File: src/rtl/bridge_pkg.sv
// Shared types and constants for the darkriscv Wishbone bridge.
package bridge_pkg;

  typedef enum logic [1:0] {
    IDLE = 2'd0,
    BUS  = 2'd1,
    RESP = 2'd2
  } bridge_state_t;

  localparam logic [2:0] LEN_B = 3'd1;
  localparam logic [2:0] LEN_H = 3'd2;
  localparam logic [2:0] LEN_W = 3'd4;

  localparam int TIMEOUT_CYCLES_DEF = 255;

  localparam int NUM_LANES = 4;
  localparam int LANE_W    = 8;

  // Access captured in IDLE and replayed on the bus; off/len are kept for read-back alignment.
  typedef struct packed {
    logic                 we;
    logic [NUM_LANES-1:0] sel;
    logic [2:0]           len;
    logic [1:0]           off;
    logic [31:0]          addr;
    logic [31:0]          data;
  } wb_req_t;

endpackage

File: src/rtl/wb_lane_align.sv
// Combinational byte-lane steering between the LSB-justified core side and the 32-bit Wishbone bus.
module wb_lane_align
  import bridge_pkg::*;
(
  input  logic [2:0]           len,
  input  logic [1:0]           off,
  input  logic [31:0]          st_data,
  input  logic [31:0]          rd_raw,
  output logic [NUM_LANES-1:0] sel,
  output logic [31:0]          st_shift,
  output logic [31:0]          rd_align,
  output logic                 misaligned
);

  logic [NUM_LANES-1:0]             byte_en;
  logic [NUM_LANES-1:0][LANE_W-1:0] rd_lanes;

  // Unlisted sizes fall through to word handling.
  always_comb begin
    sel        = 4'b1111;
    byte_en    = 4'b1111;
    misaligned = |off;
    case (len)
      LEN_B: begin
        byte_en    = 4'b0001;
        sel        = 4'b0001 << off;
        misaligned = 1'b0;
      end
      LEN_H: begin
        byte_en    = 4'b0011;
        sel        = 4'b0011 << off;
        misaligned = off[0];
      end
      default: ;
    endcase
  end

  assign st_shift = st_data << {off, 3'b000};
  assign rd_lanes = rd_raw >> {off, 3'b000};

  for (genvar i = 0; i < NUM_LANES; i++) begin : g_lane
    assign rd_align[i*LANE_W +: LANE_W] = byte_en[i] ? rd_lanes[i] : '0;
  end

endmodule

File: src/rtl/darkriscv_wb_bridge.sv
// darkriscv core bus to Wishbone classic master bridge (IDLE -> BUS -> RESP).
// Define BRIDGE_TIMEOUT_EN to abort BUS after TIMEOUT_CYCLES without ack.
module darkriscv_wb_bridge
  import bridge_pkg::*;
#(
  parameter int TIMEOUT_CYCLES = TIMEOUT_CYCLES_DEF
) (
  input  logic        clk_core,
  input  logic        rst_core,
  input  logic        cpu_rd_i,
  input  logic        cpu_wr_i,
  input  logic [2:0]  cpu_len_i,
  input  logic [31:0] cpu_addr_i,
  input  logic [31:0] cpu_data_i,
  output logic [31:0] cpu_data_o,
  output logic        cpu_hlt_o,
  output logic        cpu_berr_o,
  output logic        wb_cyc_o,
  output logic        wb_stb_o,
  output logic        wb_we_o,
  output logic [3:0]  wb_sel_o,
  output logic [31:0] wb_addr_o,
  output logic [31:0] wb_data_o,
  input  logic [31:0] wb_data_i,
  input  logic        wb_ack_i
);

  bridge_state_t state, state_nxt;
  wb_req_t       req_q;
  logic          cyc_q;

  logic [2:0]           lane_len;
  logic [1:0]           lane_off;
  logic [NUM_LANES-1:0] lane_sel;
  logic [31:0]          lane_st;
  logic [31:0]          lane_rd;
  logic                 lane_mis;

  logic any_req, start, err, done, timeout;

  // In BUS the lanes realign read data for the captured access, otherwise they decode the live request.
  assign lane_len = (state == BUS) ? req_q.len : cpu_len_i;
  assign lane_off = (state == BUS) ? req_q.off : cpu_addr_i[1:0];

  wb_lane_align u_lane (
    .len        (lane_len),
    .off        (lane_off),
    .st_data    (cpu_data_i),
    .rd_raw     (wb_data_i),
    .sel        (lane_sel),
    .st_shift   (lane_st),
    .rd_align   (lane_rd),
    .misaligned (lane_mis)
  );

  assign any_req = cpu_rd_i | cpu_wr_i;
  assign start   = (state == IDLE) && (cpu_rd_i ^ cpu_wr_i) && !lane_mis;
  assign err     = (state == IDLE) && any_req && !start;
  assign done    = (state == BUS) && (wb_ack_i || timeout);

`ifdef BRIDGE_TIMEOUT_EN
  localparam int TW = $clog2(TIMEOUT_CYCLES + 1);
  logic [TW-1:0] to_cnt;

  // An ack on the last allowed cycle still wins over the timeout.
  assign timeout = (state == BUS) && !wb_ack_i && (to_cnt == TW'(TIMEOUT_CYCLES - 1));

  always_ff @(posedge clk_core) begin
    if (rst_core)
      to_cnt <= '0;
    else if (start)
      to_cnt <= '0;
    else if (state == BUS)
      to_cnt <= to_cnt + 1'b1;
  end
`else
  assign timeout = 1'b0;
`endif

  always_comb begin
    state_nxt = state;
    case (state)
      IDLE:    if (start) state_nxt = BUS;
               else if (err) state_nxt = RESP;
      BUS:     if (done) state_nxt = RESP;
      RESP:    state_nxt = IDLE;
      default: state_nxt = IDLE;
    endcase
  end

  always_ff @(posedge clk_core) begin
    if (rst_core) begin
      state      <= IDLE;
      cyc_q      <= 1'b0;
      req_q      <= '0;
      cpu_data_o <= '0;
      cpu_berr_o <= 1'b0;
    end else begin
      state      <= state_nxt;
      cpu_berr_o <= 1'b0;
      if (start) begin
        cyc_q      <= 1'b1;
        req_q.we   <= cpu_wr_i;
        req_q.sel  <= lane_sel;
        req_q.len  <= cpu_len_i;
        req_q.off  <= cpu_addr_i[1:0];
        req_q.addr <= {cpu_addr_i[31:2], 2'b00};
        req_q.data <= lane_st;
      end else if (err) begin
        cpu_berr_o <= 1'b1;
        cpu_data_o <= '0;
      end
      if (done) begin
        cyc_q      <= 1'b0;
        req_q.we   <= 1'b0;
        cpu_data_o <= wb_ack_i ? lane_rd : '0;
        cpu_berr_o <= !wb_ack_i;
      end
    end
  end

  // Stall covers the request cycle itself so the core holds its request until RESP.
  assign cpu_hlt_o = !rst_core && (((state == IDLE) && any_req) || (state == BUS));

  assign wb_cyc_o  = cyc_q;
  assign wb_stb_o  = cyc_q;
  assign wb_we_o   = req_q.we;
  assign wb_sel_o  = req_q.sel;
  assign wb_addr_o = req_q.addr;
  assign wb_data_o = req_q.data;

endmodule

File: config.mk
export PLATFORM = sky130hd
export DESIGN_NAME = darkriscv_wb_bridge
export DESIGN_NICKNAME = d
export VERILOG_FILES = /design/src/rtl/bridge_pkg.sv /design/src/rtl/wb_lane_align.sv /design/src/rtl/darkriscv_wb_bridge.sv
export SDC_FILE = /design/constraint.sdc
export NUM_CORES = 1
export LEC_CHECK = 0
export BUFFER_PORTS_ARGS = -buffer_cell sky130_fd_sc_hd__buf_2
export CAP_MARGIN = 20
export CORE_ASPECT_RATIO = 1.5
export CORE_UTILIZATION = 45
export DETAILED_ROUTE_END_ITERATION = 10
export PLACE_DENSITY = 0.74
export SLEW_MARGIN = 20
export SYNTH_ARGS = -nofsm -noshare
export SYNTH_HDL_FRONTEND = slang
export SYNTH_HIERARCHICAL = 1
export SYNTH_SLANG_ARGS = --single-unit
File: constraint.sdc
create_clock -name clk_core -period 3.6 [get_ports clk_core]
set_input_delay 0.72 -clock clk_core [delete_from_list [all_inputs] [get_ports clk_core]]
set_output_delay 0.72 -clock clk_core [all_outputs]
set_load 0.02 [all_outputs]
==> results of run 1 <==
==> layer usage <==
layer | track usage [%] | vias up | routed length (um)
li1 | - | 2680 | -
met1 | 26.2 | 2462 | 6100
met2 | 39.1 | 181 | 7880
met3 | 5.61 | 35 | 977
met4 | 10.9 | 0 | 528
met5 | 0 | - | 0
==> registers in the layout, summed over array words and instances, names as in the netlist <==
name / count
wb_addr_o: 30
wb_sel_o: 4
wb_we_o: 1
wb_data_o: 32
cpu_data_o: 32
cpu_berr_o: 1
state: 2
wb_cyc_o: 1
req_q: 5
==> power breakdown <==
group / leakage [uW] / switching (uW) / internal (uW) / total [uW]
clock: 0.000144 / 460 / 497 / 957
combinational: 0.00184 / 480 / 257 / 737
sequential: 0.000876 / 32.1 / 1260 / 1290
==> metrics by stage <==
stage / power, uW / instance area (um^2) / hold WS (ns)
2_1_floorplan: 1910 / 5800 / 0.433
3_3_place_gp: 2040 / 6290 / 0.439
3_5_place_dp: 2050 / 6290 / 0.443
4_1_cts: 3020 / 6570 / 0.453
5_1_grt: 3140 / 6570 / 0.464
6_report: 2980 / 6570 / 0.452
==> cells in the final DEF (no fill, tap or decap), drive strengths merged <==
cell type	n
nand2b	2
nor2b	19
conb	2
nand3b	8
buf	219
and3	8
a21oi	161
and2	9
a211oi	49
nor2	20
xor2	1
dfxtp	108
inv	9
nor4	1
nand2	161
mux2	13
clkinv	2
a31oi	2
clkbuf	10
nor4b	2
and3b	1
o31ai	1
nor3	4
or2	1
mux2i	25
xnor2	1
ha	1
or3	1
or4b	1
o21ai	10
a21boi	1
==> critical path, cell delays in order (launching register included) <==
cell	delay, ns
dfxtp_1	0.51
inv_1	0.14
nor2_2	0.27
mux2_2	0.44
nor4b_1	0.30
nor3_1	0.13
or4b_2	0.61
buf_4	0.37
mux2i_1	0.24
nor3_1	0.06
==> kinds of logic after synthesis <==
group	Yosys count	synth area share, %
AND/OR/NAND/NOR	238	18.2
multiplexers	38	6.84
AO/OA/AOI/OAI	224	21.6
flip-flops	108	37.3
adder cells (fa/ha/maj)	1	0.216
buffers and inverters	137	15.4
other	1	0.0647
XOR/XNOR	2	0.302
==> worst paths after layout <==
check / from / endpoint / slack (ns)
hold / removal: wb_addr_o[6] / wb_addr_o[6] / 0.45
hold reg to reg: wb_addr_o[6] / wb_addr_o[6] / 0.45
setup / recovery: state[0] / wb_we_o / 0.37
setup reg to reg: state[0] / wb_we_o / 0.37
==> layout make-up <==
cell class                 instances  area, um^2  share of cell area, %
timing repair buffer             219        1140                   17.4
clock buffer                      10         239                   3.64
clock inverter                     6        45.0                  0.685
tap                              156         195                   2.97
sequential                       108        2160                   32.9
multi-input combinational        505        2770                   42.1
inverter                           5        18.8                  0.285
==> what timing repair did <==
item,CTS,global route
endpoints found under the setup margin,0,1
endpoints found under the hold margin,0,0
resized for setup,0,1
setup buffers,0,0
==> reports/metrics.cfg, run 1 <==
[logic_synthesis]
netlist_area_um2 = 5800
synth.area.top_cells = dfxtp_1, a21oi_1, nand2_1, buf_4, a211oi_1
yosysWarningCount = 6
synth_edf_count = 0
syn-mean-instance-area_um2 = 7.74
ys_types = 35
ys_seq_elements = 108
synth.largest_area_cell = dfxtp_1
yosysSeqAreaShare_pct = 37.3
synth_cells = 749
synth_top_area_share_pct = 37.3
synth_ff_type = dfxtp_1
ys_top_cells_by_count = a21oi_1, nand2_1, dfxtp_1
async_flop_share_pct = 0

[power_and_ir_drop]
peakVddDrop_v = 0.000330
power.leakage_uw = 0.00286
powerDensity_nw_per_um2 = 454

[clock_network]
root_buffer = clkbuf_16
cts_tree = yes
htree_num_levels = 3
hold_buffers = 0
clk-insertion-delay-late_ns = 0.34
cts.clk_slew.worst_paths_ns = 0.07
cts_buffers = 9
cts_buffer_depth = 2
cts_sinks = 108

[sta]
period_needed_ns = 3.23
rsz0062_at_grt = no
clock.fmax_mhz = 310
slew_headroom_pct = 39.4
period_share_pct = 89.7
setup_viol = 0
finalHoldViolCount = 0
slew_violations = 0
worst_slew_pin_slew_ns = 0.910
worst_slack_ns = 0.371
clock_skew_ns = 0.00712
tns_ns = 0

[die]
fp.dieW_um = 94.7
fp.dieH_um = 141
start_util_pct = 46.3
core_um2 = 12500
io_pins = 209
rows = 50
dieArea_um2 = 13300

[route]
vias = 5358
drt_iter0_markers = 199
ant_nets = 0
drc = 0
routed_via_density = 5.31
firstDrtPassIters = 4
wl_mm = 15.5
wl_per_cell_um = 15.3

[finish]
nFillCells = 1270
layout.cells.non_filler = 1009
final_nets = 953
diodes = 0
drive_above_1_share_pct = 29.0
utilization_pct = 52.5
area_delta_synth_final_pct = 13.4

[place]
dp_hpwl_mm = 10.7
place_ws_ns = 0.262
gp_congestion = 0.793
dp.cells = 993
io_buffer_count = 206

[setup_path]
cp_max_fo = 72
start_kind = register
critPathArrivalTime_ns = 3.42
path_class = reg -> reg
critPathRequiredTime_ns = 3.79
end_kind = register
r2r_cells = 9

[grt]
first_global_vias = 4928
grt_pass1_wl_mm = 24.0
overflow = 0
grt_max_degree = 76
grt.total_usage_pct = 22.9
grt_antenna_before_repair = 0

[run_status]
status = complete, no violations

[worst_hold_path]
min_path_cells = 2
hold_path.class = reg -> reg

[run]
max-cap-violations = 0

Power figures use the tool's default switching activity.
==> run 2, diff against run 1 <==
Settings changed: CAP_MARGIN 20 to unset, CORE_UTILIZATION 45 to 50, PLACE_DENSITY 0.74 to 0.8.
==> run 2 against run 1 <==
Total power up 0.92%; register-to-register slack about the same; combinational power down 0.9%; utilization up 6.3 points; largest cell class unchanged.
==> reports/metrics.cfg, run 2 (synthesis gave the netlist of run 1 again) <==
[power_and_ir_drop]
power.leakage_uw = 0.00285  ; -0.17%
p_comb_share_pct = 24.2  ; -0.5 points
p_clk_share_pct = 32.9  ; +0.8 points
peakVddDrop_v = 0.000251  ; -24%
switching_share_pct = 33.3  ; +0.75 points
power_frac_seq_pct = 42.9  ; -0.3 points
p_int_uw = 2010  ; -0.20%
powerDensity_nw_per_um2 = 458  ; +0.92%
p_switching_uw = 1000  ; +3.2%

[route]
wl_met3_um = 931  ; -4.7%
drt_iter0_markers = 288  ; +45%
ant_nets = 0  ; unchanged
routed_via_density = 5.48  ; +3.1%
wl_met1_mm = 5.94  ; -2.7%
vias = 5470  ; +2.1%
drc = 0  ; unchanged
dr.max_layer_used = met4
firstDrtPassIters = 5  ; +1
wl_mm = 15.2  ; -1.5%
wl_met2_mm = 7.91  ; +0.41%
wl_per_cell_um = 15.3  ; -0.54%

[setup_path]
path_class = reg -> reg
crit_chain = inv_1, nor2_2, mux2_2, nor4b_1, nor3_1, or4b_2, buf_4, mux2i_1, nor3_1
cp_max_fo = 72  ; unchanged
start_kind = register
cp_slowest_cell = or4b_2
cp_common_cell = nor3_1
end_kind = register
critical_path.max_stage_delay_ns = 0.62  ; about the same
crit_buf_inv = 2  ; unchanged
cp_top_family = simple AND/OR/NAND/NOR gates
critPathArrivalTime_ns = 3.43  ; about the same
critPathRequiredTime_ns = 3.80  ; about the same

[finish]
area_delta_synth_final_pct = 13.4  ; unchanged
layout.cells.non_filler = 999  ; -0.99%
utilization_pct = 58.8  ; +6.3 points
drive_above_1_share_pct = 28.8  ; -0.17 points
layout_common_cells = buf_2, a21oi_1, nand2_1, dfxtp_1, a211oi_1
final_nets = 951  ; -0.21%
final_common_cell = buf_2

[sta]
slew_headroom_pct = 41.1  ; +1.8 points
finalHoldViolCount = 0  ; unchanged
tns_ns = 0  ; unchanged
setup_viol = 0  ; unchanged
clock.fmax_mhz = 309  ; about the same
period_share_pct = 89.8  ; about the same
slew_violations = 0  ; unchanged
holdWs_ns = 0.451  ; -0.00109 ns
period_needed_ns = 3.23  ; +0.00272 ns
rsz0062_at_grt = no
worst_slew_pin_slew_ns = 0.883  ; -0.0267 ns
clock_skew_ns = 0.00755  ; +0.000431 ns

[grt]
first_global_vias = 5000  ; +1.5%
grt.total_usage_pct = 25.2  ; +2.3 points
grt_pass1_wl_mm = 24.6  ; +2.4%
grt_max_degree = 106  ; +39%
overflow = 0  ; unchanged
grt_antenna_before_repair = 1  ; +1

[worst_hold_path]
hold_path.class = reg -> reg

[place]
gp_congestion = 0.832  ; +4.9%
dp.cells = 982  ; -1.1%
io_buffer_count = 206  ; unchanged
dp_hpwl_mm = 10.5  ; -1.8%

[clock_network]
root_buffer = clkbuf_16
htree_num_levels = 3  ; unchanged
cts_tree = yes
cts_buffer_depth = 2  ; unchanged
cts.clk_slew.worst_paths_ns = 0.08  ; about the same
cts_sinks = 108  ; unchanged
clk-insertion-delay-late_ns = 0.35  ; about the same
cts_buffers = 9  ; unchanged

[die]
start_util_pct = 51.9  ; +5.6 points
fp.dieH_um = 134  ; -5.1%
core_um2 = 11200  ; -11%
io_pins = 209  ; unchanged
dieArea_um2 = 12000  ; -9.8%
fp.dieW_um = 89.9  ; -5.0%
rows = 47  ; -6.0%

[run]
max-cap-violations = 0  ; unchanged

[run_status]
status = complete, no violations

## run 2: power groups by stage
| stage | Clock (uW) | Combinational [uW] | Sequential [uW] |
|---|---|---|---|
| after floorplan | 0 | 590 | 1320 |
| after global placement | 0 | 718 | 1320 |
| after detailed placement | 0 | 726 | 1320 |
| after CTS | 1020 | 729 | 1290 |
| after global routing | 1060 | 803 | 1300 |
| final | 990 | 730 | 1290 |
## run 2: layer usage
metal / vias up / GRT usage [%]
li1: 2688 / -
met1: 2544 / 30.3
met2: 209 / 44.4
met3: 29 / 3.46
met4: 0 / 11.6
met5: - / 0
## run 2: final timing paths
check	startpoint	end	slack, ns	cells after the start
setup / recovery	state[0]	wb_we_o	0.37	9
hold / removal	wb_data_o[0]	wb_data_o[0]	0.45	2
setup reg to reg	state[0]	wb_we_o	0.37	9
hold reg to reg	wb_data_o[0]	wb_data_o[0]	0.45	2
## run 2: layout make-up
class | count | area, um^2
Fill cell | 1093 | 4600
Multi-Input combinational cell | 505 | 2770
Sequential cell | 108 | 2160
Timing Repair Buffer | 217 | 1130
Clock buffer | 9 | 225
Tap cell | 147 | 184
Clock inverter | 7 | 78.8
Inverter | 5 | 18.8
Antenna cell | 1 | 2.50
## run 2: through the flow
| step | area, um^2 | total power (uW) | setup slack, ns |
|---|---|---|---|
| 2_1_floorplan | 5800 | 1910 | 0.799 |
| 3_3_place_gp | 6260 | 2040 | 0.345 |
| 3_5_place_dp | 6260 | 2050 | 0.280 |
| 4_1_cts | 6570 | 3040 | 0.234 |
| 5_1_grt | 6570 | 3160 | 0.0520 |
| 6_report | 6570 | 3010 | 0.368 |
## run 2: worst register-to-register path, cell delays in order, from the launching register on
cell,delay [ns]
dfxtp_1,0.53
inv_1,0.14
nor2_2,0.26
mux2_2,0.44
nor4b_1,0.29
nor3_1,0.12
or4b_2,0.62
buf_4,0.38
mux2i_1,0.25
nor3_1,0.06
## run 2: timing repair
action | CTS | global route
hold endpoints to repair | 0 | 0
setup buffers | 0 | 0
hold buffers | 0 | 0
gates resized for setup | 0 | 1
setup endpoints to repair | 0 | 1
